`config.mk`:
```
export PLATFORM = sky130hd
export DESIGN_NAME = ihc_flat
export DESIGN_NICKNAME = d
export VERILOG_FILES = /design/src/rtl/ihc_pkg.sv /design/src/rtl/ihc_if.sv /design/src/rtl/ihc_encode.sv /design/src/rtl/ihc.sv /design/src/flat_wrapper.sv
export SDC_FILE = /design/constraint.sdc
export NUM_CORES = 1
export LEC_CHECK = 0
export ABC_AREA = 1
export ABC_CLOCK_PERIOD_IN_PS = 800
export CAP_MARGIN = 25
export CORE_MARGIN = 5
export CORE_UTILIZATION = 35
export CTS_BUF_LIST = sky130_fd_sc_hd__clkbuf_8
export DETAILED_ROUTE_END_ITERATION = 8
export PLACE_DENSITY = 0.68
export SYNTH_ARGS = -nofsm -noshare
export SYNTH_HDL_FRONTEND = slang
export SYNTH_HIERARCHICAL = 1
export SYNTH_SLANG_ARGS = --single-unit
```
`constraint.sdc`:
```
create_clock -name clk -period 0.8 [get_ports clk]
set_input_delay 0.16 -clock clk [delete_from_list [all_inputs] [get_ports clk]]
set_output_delay 0.16 -clock clk [all_outputs]
set_load 0.01 [all_outputs]
```
`src/rtl/ihc_pkg.sv`:
```
// ihc_pkg: shared widths and the data-index to Hamming-position map for the SEC-DED encoder and decoder.
package ihc_pkg;
  localparam int DATA_W = 32;
  localparam int PAR_W  = 6;
  localparam int CODE_W = 39;
  function automatic logic [PAR_W-1:0] data_pos(input int idx);
    logic [PAR_W-1:0] r;
    int n;
    r = '0;
    n = 0;
    for (int p = 1; p < CODE_W; p++)
      if ((p & (p - 1)) != 0) begin
        if (n == idx) r = PAR_W'(p);
        n++;
      end
    return r;
  endfunction
endpackage

```
`src/rtl/ihc_if.sv`:
```
// ihc_if: encoder data-in / codeword-out bundle.
interface ihc_if;
  import ihc_pkg::*;
  logic              in_valid;
  logic [DATA_W-1:0] data_in;
  logic              out_valid;
  logic [CODE_W-1:0] data_out;
  modport master (output in_valid, data_in, input out_valid, data_out);
  modport slave  (input in_valid, data_in, output out_valid, data_out);
endinterface

```
`src/rtl/ihc_encode.sv`:
```
// ihc_encode: combinational extended-Hamming encoder, data bits scattered to non-power-of-two positions.
module ihc_encode #(
  parameter int DATA_W = ihc_pkg::DATA_W,
  parameter int CODE_W = ihc_pkg::CODE_W
) (
  input  logic [DATA_W-1:0] data_i,
  output logic [CODE_W-1:0] code_o
);
  import ihc_pkg::*;
  logic [CODE_W-1:0] raw;
  logic [PAR_W-1:0]  syn;
  logic [PAR_W-1:0]  s;
  // Parity bits equal the XOR of the positions of all set data bits.
  always_comb begin
    raw = '0;
    for (int i = 0; i < DATA_W; i++) raw[data_pos(i)] = data_i[i];
    syn = '0;
    for (int p = 1; p < CODE_W; p++) syn = syn ^ ({PAR_W{raw[PAR_W'(p)]}} & PAR_W'(p));
    code_o = raw;
    s = syn;
    for (int j = 0; j < PAR_W; j++) begin
      code_o[PAR_W'(1 << j)] = s[0];
      s = s >> 1;
    end
    code_o[0] = ^code_o[CODE_W-1:1];
  end
endmodule

```
`src/rtl/ihc.sv`:
```
// ihc: registered SEC-DED encoder, one-cycle latency, no backpressure.
module ihc #(
  parameter int DATA_W = ihc_pkg::DATA_W,
  parameter int CODE_W = ihc_pkg::CODE_W
) (
  input  logic clk,
  input  logic rst_n,
  ihc_if.slave bus
);
  import ihc_pkg::*;
  logic [CODE_W-1:0] code, data_q, data_d;
  logic              valid_q, valid_d;
  ihc_encode #(.DATA_W(DATA_W), .CODE_W(CODE_W)) u_enc (
    .data_i(bus.data_in),
    .code_o(code)
  );
  assign data_d  = bus.in_valid ? code : data_q;
  assign valid_d = bus.in_valid;
  always_ff @(posedge clk or negedge rst_n)
    if (!rst_n) begin
      data_q  <= '0;
      valid_q <= 1'b0;
    end else begin
      data_q  <= data_d;
      valid_q <= valid_d;
    end
  assign bus.data_out  = data_q;
  assign bus.out_valid = valid_q;
endmodule

```
`src/flat_wrapper.sv`:
```
// flat-port wrapper written by rule: the top's interface ports become plain ports
module ihc_flat import ihc_pkg::*;
#(
  parameter int DATA_W = ihc_pkg::DATA_W,
  parameter int CODE_W = ihc_pkg::CODE_W
)
  (clk, rst_n, bus_in_valid, bus_data_in, bus_out_valid, bus_data_out);
  ihc_if bus_i ();
  input  logic clk;
  input  logic rst_n;
  input wire logic [$bits(bus_i.in_valid)-1:0] bus_in_valid;
  input wire logic [$bits(bus_i.data_in)-1:0] bus_data_in;
  output wire logic [$bits(bus_i.out_valid)-1:0] bus_out_valid;
  output wire logic [$bits(bus_i.data_out)-1:0] bus_data_out;
  assign bus_i.in_valid = bus_in_valid;
  assign bus_i.data_in = bus_data_in;
  assign bus_out_valid = bus_i.out_valid;
  assign bus_data_out = bus_i.data_out;
  ihc #(.DATA_W(DATA_W), .CODE_W(CODE_W)) u_core (.clk(clk), .rst_n(rst_n), .bus(bus_i));
endmodule
```
==> out/results.md, run 1 <==
### Run status
• result of the run: finished with violations
• failing checks: negative setup slack

### Timing
• minimum clock period after layout: 1.01 ns
• post-route clock period utilization: 126%
• Final Hold Violating Endpoints: 0
• Layout Skew: 0 ns
• Setup Viol. Count Final: 45
• Final Max Tran Viols: 0
• post-layout worst setup margin: -0.206 ns
• unrepaired setup endpoints after global routing: yes
• achievable clock frequency: 994 MHz

### Critical path
• Critical Path Source Type: flip-flop
• Worst R2R Path Depth: 4
• crit-path cells: buf_2
• Data required, critical path: 0.64 ns
• critical-path maximum fanout: 2
• Worst Setup Path Type: reg -> out
• maximum cell stage delay along the critical path: 0.41 ns
• setup slack of the most critical reg-to-reg path: -0.04 ns
• beginning of the worst register-to-register path: u_core/bus.data_out[12]$_DFFE_PN0P_
• slowest stage cell, crit path: dfrtp_1
• Critical Path Sink Type: primary output
• number of buffer and inverter stages on the critical path: 1
• kind of cell adding the most delay to the critical path: flip-flops
• CP Data Arrival Time: 0.85 ns
• end of the worst register-to-register path: u_core/bus.data_out[12]$_DFFE_PN0P_

### Global routing
• vias in the first global route: 1978
• GRT Residual Overflow: 0
• first-pass GRT wire length: 9.36 mm
• pin count of the biggest net entering global routing: 41
• GRT Resource Usage Total: 13.9%
• antenna violations before repair: 0

### Yosys
• Avg Synthesized Cell Area: 7.32 sq um
• synthesized instance count: 312
• synthesized cell area: 2280 sq um
• portion of synthesized cell area occupied by the leading cell type: 43.8%
• cell taking the most area after synthesis: dfrtp_1
• number of synthesis warnings: 6
• Area contributors post-synth: dfrtp_1, nand2_1, buf_4
• post-synthesis sequential element count: 40
• number of library cell types mapped by synthesis: 17
• portion of the post-synthesis area used by sequential elements: 43.8%

### CTS
• clock transition at the register clock pins on the worst setup and hold paths after CTS: 0.08 ns
• maximum buffer depth of the clock tree: 2
• CTS HTree Levels: 2
• total clock buffers created by CTS: 5
• clock insertion delay at the later pin of the skew report: 0.29 ns
• clock root buffer: clkbuf_8
• number of clock sinks seen by CTS: 40
• CTS tree: built

### Pwr
• Comb power frac: 30.1%
• worst IR drop on VDD: 0.928 mV
• cell-internal power: 3.58 mW
• power density over cell area: 1640 nW/um^2
• total net switching power: 1.65 mW
• fraction of power consumed by sequential logic: 44.2%
• leakage power of the design: 1.82 nW
• fraction of power spent switching nets: 31.6%
• power share of the clock group: 25.6%

### Detailed routing
• average vias per placed instance: 4.30
• antenna-violating nets left: 0
• final routed wire length divided by cell count: 12.3 um
• final wirelength: 5.73 mm
• detailed-router iteration count before antenna repair: 4
• number of vias in the routed layout: 1997
• DRC viols: 0
• DRT iter0 DRCs: 65

### Floorplan
• starting density of the core: 36.0%
• height of the die: 90.8 um
• width of the chip: 90.8 um
• full die area: 8240 sq um
• count of pins on the block boundary: 75
• total number of placement rows: 29
• core region area: 6350 sq um

### Placed design
• GP Congestion: 0.743
• Final HPWL DP: 3.94 mm
• pre-CTS WS: -0.858 ns
• Post-Place Cell Area: 2990 sq um
• # port buffers: 74

### Worst hold path
• number of cells traversed by the worst hold path: 3
• path category of the worst min-delay check: in -> reg
• end of the worst hold path: u_core/bus.data_out[13]$_DFFE_PN0P_
• min-delay src: bus_data_in[8]

### Layout
• relative area change from synthesis to final layout: 39.6%
• number of nets in the layout: 421
• total inserted antenna cells: 0
• fraction of layout instances using a drive strength above 1: 42.1%
• Finished Cell Area: 3190 sq um
• commonest cells after routing, fill and taps aside: nand2_1, buf_2, dfrtp_1, buf_4, nand2_2
• Post-Route Utilization: 50.2%
• most frequent standard cell in the layout excluding fill and tap cells: nand2_1
• number of fill cells: 642

### Flow run
• reported max-cap violation count: 0

cell type report:
type,count,area [sq um],share of cell area (%)
Timing Repair Buffer,108,822,25.8
Sequential cell,40,1000,31.4
Inverter,22,90.1,2.83
Multi-Input combinational cell,209,1090,34.2
Clock buffer,5,68.8,2.16
Clock inverter,3,18.8,0.589
Tap cell,77,96.3,3.02
power groups by stage:
stage,clock (mW),sequential [mW],combinational [mW]
2_1_floorplan,0,2.45,0.671
3_3_place_gp,0,2.35,1.45
3_5_place_dp,0,2.36,1.49
4_1_cts,1.41,2.31,1.41
5_1_grt,1.47,2.34,1.76
6_report,1.34,2.32,1.58
per-layer routing:
layer  track usage (%)  vias to the layer above  share of wire (%)
met5                 0                        -                  0
met4              3.67                        0               0.87
met3              4.42                        6                6.2
met2              23.2                       54                 49
met1              17.4                      908                 44
li1                  -                     1029                  -
per-stage QoR:
step                      instances  TNS (ns)  power (mW)  hold WS, ns
final                           464     -7.10        5.24       0.0711
after global routing            464     -8.83        5.58       0.0959
after global placement          436    -24.17        3.80        0.147
after floorplan                 316    -0.271        3.12       -0.136
after CTS                       454     -7.66        5.13       0.0592
after detailed placement        436    -25.01        3.84        0.151
worst register-to-register path: stages (launching register included):
cell and delay (ns):
dfrtp_1 0.40, buf_4 0.14, buf_4 0.12, nand2_2 0.05, nand2_1 0.04
Yosys cell counts:
cell type,n
buf_4,40
nand2_1,172
or2_1,1
buf_2,5
inv_2,3
nor2_1,3
conb_1,1
dfrtp_1,40
nor2_2,1
xnor2_2,2
clkinv_1,1
nand3_2,1
xor2_1,4
inv_1,18
nand3_1,9
xnor2_1,4
nand2_2,7
sequential cells by signal (all words and copies together), names as in the netlist:
signal                flops
u_core/bus.out_valid      1
u_core/bus.data_out      39
how the worst max path moves through the flow:
stage                                          end                                 from  cells after the start  slack (ns)
2_1_floorplan   u_core/bus.data_out[8]$_DFFE_PN0P_                      bus_data_in[10]                     11       -0.17
3_3_place_gp    u_core/bus.data_out[8]$_DFFE_PN0P_                      bus_data_in[18]                     12       -0.75
3_5_place_dp   u_core/bus.data_out[16]$_DFFE_PN0P_                      bus_data_in[19]                     12       -0.86
4_1_cts                           bus_data_out[16]  u_core/bus.data_out[16]$_DFFE_PN0P_                      1       -0.23
5_1_grt                           bus_data_out[16]  u_core/bus.data_out[16]$_DFFE_PN0P_                      1       -0.25
6_report                          bus_data_out[16]  u_core/bus.data_out[16]$_DFFE_PN0P_                      1       -0.21
timing repair:
item                                   in CTS  in global routing
buffers inserted                           10                 11
resized for setup                         268                 52
pin swaps                                  32                 20
endpoints found under the hold margin      40                  0
setup endpoints to repair                  79                 42
cloned                                      0                  0
hold buffers                                1                  0
logic make-up (layout without fill, tap and decap cells):
group	Yosys count	after routing	share of synthesized area, %
AND/OR/NAND/NOR	194	194	33.6
buffers and inverters	67	138	17.9
flip-flops	40	40	43.8
XOR/XNOR	10	10	4.49
other	1	5	0.164
Note: power is estimated with default switching activity, not from simulation.
==> inputs of run 2 (changes only) <==
--- a/config.mk
+++ b/config.mk
@@ -6,13 +6,14 @@
 export NUM_CORES = 1
 export LEC_CHECK = 0
 export ABC_AREA = 1
-export ABC_CLOCK_PERIOD_IN_PS = 800
+export ABC_CLOCK_PERIOD_IN_PS = 1200
 export CAP_MARGIN = 25
 export CORE_MARGIN = 5
 export CORE_UTILIZATION = 35
 export CTS_BUF_LIST = sky130_fd_sc_hd__clkbuf_8
 export DETAILED_ROUTE_END_ITERATION = 8
-export PLACE_DENSITY = 0.68
+export GPL_ROUTABILITY_DRIVEN = 0
+export PLACE_DENSITY = 0.66
 export SYNTH_ARGS = -nofsm -noshare
 export SYNTH_HDL_FRONTEND = slang
 export SYNTH_HIERARCHICAL = 1
==> constraint.sdc (replaced) <==
create_clock -name clk -period 1.2 [get_ports clk]
set_input_delay 0.24 -clock clk [delete_from_list [all_inputs] [get_ports clk]]
set_output_delay 0.24 -clock clk [all_outputs]
set_load 0.01 [all_outputs]
==> out/results.md, run 2 (synthesis results as in run 1) <==
### Floorplan
• width of the chip: 90.8 um
• count of pins on the block boundary: 75
• full die area: 8240 sq um
• total number of placement rows: 29
• starting density of the core: 36.0%
• core region area: 6350 sq um
• height of the die: 90.8 um

### Layout
• fraction of layout instances using a drive strength above 1: 17.0%
• total inserted antenna cells: 0
• number of fill cells: 654
• relative area change from synthesis to final layout: 27.9%
• Post-Route Utilization: 46.0%
• Finished Cell Area: 2920 sq um
• most frequent standard cell in the layout excluding fill and tap cells: nand2_1
• number of nets in the layout: 398
• number of flip-flops in the largest register: 39
• commonest cells after routing, fill and taps aside: nand2_1, dfrtp_1, clkdlybuf4s15_1, clkbuf_2, inv_1
• multi-input gate area in the final layout: 912 sq um
• area of all sequential standard cells: 1000 sq um

### Placed design
• pre-CTS WS: -0.547 ns
• Post-Place Cell Area: 2890 sq um
• # port buffers: 74
• Final HPWL DP: 4.00 mm

### CTS
• clock root buffer: clkbuf_8
• clock transition at the register clock pins on the worst setup and hold paths after CTS: 0.08 ns
• CTS tree: built
• number of clock sinks seen by CTS: 40
• clock insertion delay at the later pin of the skew report: 0.29 ns
• CTS HTree Levels: 2
• total clock buffers created by CTS: 5
• maximum buffer depth of the clock tree: 2

### Pwr
• overall power: 3.50 mW
• fraction of power consumed by sequential logic: 44.2%
• power density over cell area: 1200 nW/um^2
• leakage power of the design: 1.68 nW
• power share of the clock group: 31.9%
• worst IR drop on VDD: 0.486 mV
• cell-internal power: 2.47 mW
• Comb power frac: 23.9%
• total net switching power: 1.03 mW
• fraction of power spent switching nets: 29.5%

### Global routing
• vias in the first global route: 1920
• GRT Resource Usage Total: 13.2%
• antenna violations before repair: 0
• GRT Residual Overflow: 0
• first-pass GRT wire length: 8.89 mm
• pin count of the biggest net entering global routing: 27

### Critical path
• Critical Path Sink Type: primary output
• kind of cell adding the most delay to the critical path: flip-flops
• crit-path cells: clkdlybuf4s15_1
• Data required, critical path: 0.96 ns
• critical-path maximum fanout: 2
• slowest stage cell, crit path: dfrtp_1
• CP Data Arrival Time: 0.93 ns
• maximum cell stage delay along the critical path: 0.40 ns
• critical path depth: 1
• number of buffer and inverter stages on the critical path: 1
• Worst R2R Path Depth: 3
• Critical Path Source Type: flip-flop
• Worst Setup Path Type: reg -> out

### Detailed routing
• number of vias in the routed layout: 1863
• final routed wire length divided by cell count: 12.0 um
• final wirelength: 5.29 mm
• detailed-router iteration count before antenna repair: 4
• DRT iter0 DRCs: 71
• antenna-violating nets left: 0
• average vias per placed instance: 4.22
• DRC viols: 0

### Worst hold path
• path category of the worst min-delay check: in -> reg
• number of cells traversed by the worst hold path: 3

### Timing
• Final Hold Violating Endpoints: 0
• post-layout worst setup margin: 0.0316 ns
• achievable clock frequency: 856 MHz
• final hold slack: 0.206 ns
• unrepaired setup endpoints after global routing: no
• Setup Viol. Count Final: 0
• Final Max Tran Viols: 0
• Layout Skew: 0 ns
• minimum clock period after layout: 1.17 ns
• post-route clock period utilization: 97.4%

### Flow run
• reported max-cap violation count: 0

### Run status
• result of the run: completed

run 2: cell count changes in the layout (fill, tap and decap cells not counted), moves of 10 or more:
cell	before	now
buf_2	47	2
buf_4	30	8
buf_6	13	0
clkbuf_2	1	24
clkdlybuf4s15_1	0	27
inv_1	5	17
inv_2	15	4
nand2_1	152	171
nand2_2	18	8
run 2: layout make-up:
type	count	share of cell area [%]
clock buffer	5	2.36
clock inverter	3	1.46
inverter	22	2.83
multi-input combinational	209	31.2
sequential	40	34.3
tap	77	3.30
timing repair buffer	85	24.6
run 2: stage by stage:
step                      setup TNS [ns]  cells
after detailed placement           -1.09    431
after CTS                      -0.000752    441
after global routing                   0    441
final                                  0    441
after global placement            -0.957    431
after floorplan                        0    316
run 2: routing by layer:
| metal | share of wire (%) | wire length [um] | track usage [%] |
|---|---|---|---|
| met1 | 43 | 2300 | 15.8 |
| met2 | 48 | 2530 | 22.1 |
| met3 | 6.6 | 350 | 3.75 |
| met4 | 2.1 | 110 | 5.38 |
| met5 | 0 | 0 | 0 |
run 2: final timing paths:
| check | startpoint | to | slack, ns |
|---|---|---|---|
| worst max-delay path | u_core/bus.data_out[14]$_DFFE_PN0P_ | bus_data_out[14] | 0.03 |
| worst min-delay path | bus_data_in[20] | u_core/bus.data_out[26]$_DFFE_PN0P_ | 0.21 |
| worst max register to register | u_core/bus.data_out[21]$_DFFE_PN0P_ | u_core/bus.data_out[21]$_DFFE_PN0P_ | 0.49 |
| worst min register to register | u_core/bus.data_out[5]$_DFFE_PN0P_ | u_core/bus.data_out[5]$_DFFE_PN0P_ | 0.47 |
| max in group asynchronous | rst_n | u_core/bus.data_out[28]$_DFFE_PN0P_ | 0.37 |
| min in group asynchronous | rst_n | u_core/bus.data_out[22]$_DFFE_PN0P_ | 0.39 |
run 2: power by group through the flow:
stage                     clock (mW)  sequential (mW)  combinational (mW)
final                           1.12             1.55               0.835
after global routing            1.21             1.57               0.947
after CTS                       1.15             1.55               0.873
after detailed placement           0             1.57               0.948
after global placement             0             1.57               0.929
after floorplan                    0             1.63               0.440
run 2: what timing repair did:
item	4_1_cts	5_1_grt
setup endpoints to repair	42	21
endpoints found under the hold margin	13	0
hold buffers	1	0
gates resized for setup	100	42
pin swaps	5	9
setup buffers	1	0
cloned	0	0
==> RTL edit 1 (flow settings as in run 2) <==
The package constant `PAR_W` goes from 6 to 3.
--- a/src/rtl/ihc_pkg.sv
+++ b/src/rtl/ihc_pkg.sv
@@ -2,5 +2,5 @@
 package ihc_pkg;
   localparam int DATA_W = 32;
-  localparam int PAR_W  = 6;
+  localparam int PAR_W  = 3;
   localparam int CODE_W = 39;
   function automatic logic [PAR_W-1:0] data_pos(input int idx);
Formal check against the unedited RTL: not equivalent (Yosys sat finds a counterexample within 4 cycles, from zero or initial values and one cycle with rst_n low).
==> RTL edit 1 against run 2 <==
Area after synthesis down 22%. Worst setup slack better by 20 ps. First-iteration DRC count down 63%. Core utilization up 0.19 points. Die area down 19%. Largest power group unchanged. Hold slack better by 250 ps. Sequential cell count unchanged. Final area down 20%. Power down 17%. Wire length down 41%.
==> RTL edit 1: results (changes against run 2) <==
metric;value;unit;change
outcome;completed;;
synth_warnings;6;;unchanged
largest_register_ffs;39;;unchanged
wl_per_cell;9.49;µm;-21%
clockRootBuffer;clkbuf_8;;
crit_path_start;u_core/bus.data_out[38];;
drive_gt1_share;8.46;%;-8.6 points
cp_slowest_cell;dfrtp_1;;
holdWs;452;ps;+246 ps
cts_buffers;5;;unchanged
switching_power;743;µW;-28%
power.leakage;1.27;nW;-24%
dr.pass1.iters;4;;unchanged
hold_path_class;primary input to asynchronous set/reset pin;;
grt_use_total;10.6;%;-2.6 points
grt_max_degree;41;;+52%
htreeDepth;2;;unchanged
antenna_found_initial;0;;unchanged
clk_pin_slew;70;ps;
r2r-start;u_core/bus.data_out[6];;
muxShareOfSynthArea;0;%;unchanged
synthCells;206;;-34%
irDropWorstVdd;519;µV;+6.9%
drtIter0Drc;26;;-63%
n_fill_cell;501;;-23%
worst_r2r_endpoint;u_core/bus.data_out[6];;
crit_path_end;bus_data_out[38];;
routed_wl;3130;µm;-41%
reg2regPathDepth;3;;unchanged
clk_path_buf_depth;2;;unchanged
viasPerCell;3.63;;-14%
synth_compound_area_share;0;%;unchanged
yosys-top-cells-area;dfrtp_1, nand2_1, buf_4;;
seq_area_frac_synth;56.0;%;+12 points
portBuffers;47;;-36%
arrival;910;ps;-20 ps
ys_top_cells_by_count;nand2_1, buf_4, dfrtp_1;;
synth_xor_area_share;0;%;-4.5 points
dp_cells;318;;-26%
synth_cell_types;6;;-11
nNetsFinal;294;;-26%
first_global_vias;1161;;-40%
path_delay_family;flip-flops;;
dpl.hpwl;2160;µm;-46%
netlist.area_leader.share;56.0;%;+12 points
grt_pass1_wl;5340;µm;-40%
RTL edit 1: cell count changes after synthesis, sizes merged:
cell    before  now
nor2         4    0
or2          1    0
buf         45   47
inv         21    1
xor2         4    0
clkinv       1    0
xnor2        6    0
nand2      179  117
nand3       10    0
RTL edit 1: repair_timing:
item,CTS,global route
hold buffers,1,0
endpoints found under the setup margin,40,11
gates resized for setup,71,11
setup buffers,1,2
hold endpoints to repair,40,0
RTL edit 1: cells by family (layout without fill, tap and decap cells):
group	after synthesis	count (layout)
other	1	34
DFF	40	40
and+or+nand+nor	117	117
buffers and inverters	48	69
RTL edit 1: layout make-up:
| class | instances | area (µm²) | share of cell area, % |
|---|---|---|---|
| clock buffers | 6 | 82.6 | 3.54 |
| clock inverters | 2 | 7.51 | 0.322 |
| inverters | 1 | 3.75 | 0.161 |
| multi-input cells | 151 | 567 | 24.3 |
| flip-flops and latches | 40 | 1000 | 43.0 |
| well taps | 70 | 87.6 | 3.76 |
| repair buffers | 60 | 581 | 24.9 |
RTL edit 1: worst min-delay path: stages:
cell and delay, ps:
dlygate4sd3_1 520, buf_2 120, buf_12 220
RTL edit 1: routing by layer:
metal  wire (µm)  up-vias  track usage, %
li1            -      643               -
met1        1340      515            12.4
met2        1440       33            16.7
met3         303        6            5.04
met4          47        0            4.05
met5           0        -               0
RTL edit 1: stage by stage:
step                      instance area (µm²)  worst slack [ps]
final                                    2330              51.3
after global routing                     2330             0.871
after CTS                                2310             0.120
after detailed placement                 2220             -57.1
after global placement                   2220             -22.0
after floorplan                          1910               425
RTL edit 1: power groups by stage:
stage               clock, mW  combinational [mW]  sequential [mW]
floorplan                   0               0.241             1.61
global placement            0               0.545             1.55
detailed placement          0               0.553             1.55
CTS                     0.942               0.497             1.53
global route            0.999               0.561             1.54
finish                  0.883               0.495             1.53
==> RTL edit 2 (flow settings as in run 2) <==
Made on the original files. Reset style: synchronous (`rst_n`), changed in one clocked block.
--- a/src/rtl/ihc.sv
+++ b/src/rtl/ihc.sv
@@ -17,5 +17,5 @@
   assign data_d  = bus.in_valid ? code : data_q;
   assign valid_d = bus.in_valid;
-  always_ff @(posedge clk or negedge rst_n)
+  always_ff @(posedge clk)
     if (!rst_n) begin
       data_q  <= '0;
Formal check against the unedited RTL: differs if rst_n is asserted again (counterexample within 4 cycles, from zero or initial values and one cycle with rst_n low); with rst_n held inactive, the same outputs for 10 cycles.
==> RTL edit 2 against run 2 <==
Wire length down 4.0%. Power down 2.7%. Final cell count up 19%. Worst setup slack better by 25 ps. Sequential cell count unchanged. Final area up 5.5%. Area after synthesis up 5.8%.
==> RTL edit 2: results (changes against run 2) <==
metric;value;unit;change
power.leakage;1.82;nW;+7.9%
synth_ff_type;dfxtp_1;;
place_ws;-593;ps;-46.7 ps
ys_top_cells_by_count;nand2_1, nor2_1, inv_1;;
arrival;900;ps;-30 ps
viasPerCell;4.12;;-2.5%
drtIter0Drc;49;;-31%
cp_slowest_cell;dfxtp_1;;
holdWs;237;ps;+30.7 ps
yosys-top-cells-area;dfxtp_1, nand2_1, nor2_1;;
crit_path_start;u_core/bus.data_out[31];;
outcome;completed;;
dp_cells;513;;+19%
synth_cell_types;18;;+1
grt_pass1_wl;8250;µm;-7.2%
first_global_vias;1863;;-3.0%
dpl.hpwl;3830;µm;-4.3%
ys_async_sr_fraction;0;%;-100 points
cellPowerDensity;1100;mW/mm²;-7.7%
r2r-start;u_core/bus.data_out[8];;
routed_wl;5080;µm;-4.0%
max_stage_delay;330;ps;-70 ps
avgSynthCellArea;6.10;µm²;-17%
seq_area_frac_synth;33.1;%;-11 points
n_fill_cell;736;;+13%
irDropWorstVdd;437;µV;-10%
[RTL edit 2: cell count changes in the layout (fill, tap and decap cells not counted), moves of 26 or more]
cell	delta
nor2_1	+78
nand2_1	-41
dfrtp_1	-40
dfxtp_1	+40
inv_1	+40
dlygate4sd2_1	+26
[RTL edit 2: power breakdown]
part,switching (mW),internal [mW]
sequential,0.0408,1.42
clock,0.496,0.616
combinational,0.445,0.385
[RTL edit 2: what timing repair did]
item,4_1_cts,5_1_grt
pin swaps,3,13
setup buffers,0,2
resized for setup,62,45
setup endpoints to repair,42,12
[RTL edit 2: final cells by class]
type,count,area share [%]
Multi-Input combinational cell,249,34.9
Tap cell,80,3.25
Clock buffer,5,2.23
Inverter,61,7.43
Sequential cell,40,26.0
Clock inverter,3,1.38
Timing Repair Buffer,85,24.8
[RTL edit 2: path summary, 6_finish.rpt]
check | slack [ps] | endpoint
worst max-delay path | 60 | bus_data_out[31]
worst min register to register | 470 | u_core/bus.data_out[33]
worst min-delay path | 240 | u_core/bus.data_out[15]
worst max register to register | 640 | u_core/bus.data_out[8]
[RTL edit 2: kinds of logic after synthesis]
| family | count (synthesis) | share of synthesized area, % |
|---|---|---|
| other | 1 | 0.155 |
| buffers and inverters | 111 | 24.4 |
| flip-flops | 40 | 33.1 |
| XOR/XNOR | 10 | 4.25 |
| AND/OR/NAND/NOR | 234 | 38.0 |
[RTL edit 2: per-layer routing]
metal / GRT usage (%) / routed length, µm / vias up
li1: - / - / 1175
met1: 13.7 / 2230 / 919
met2: 20.6 / 2440 / 55
met3: 4.02 / 346 / 5
met4: 3.66 / 57 / 0
met5: 0 / 0 / -
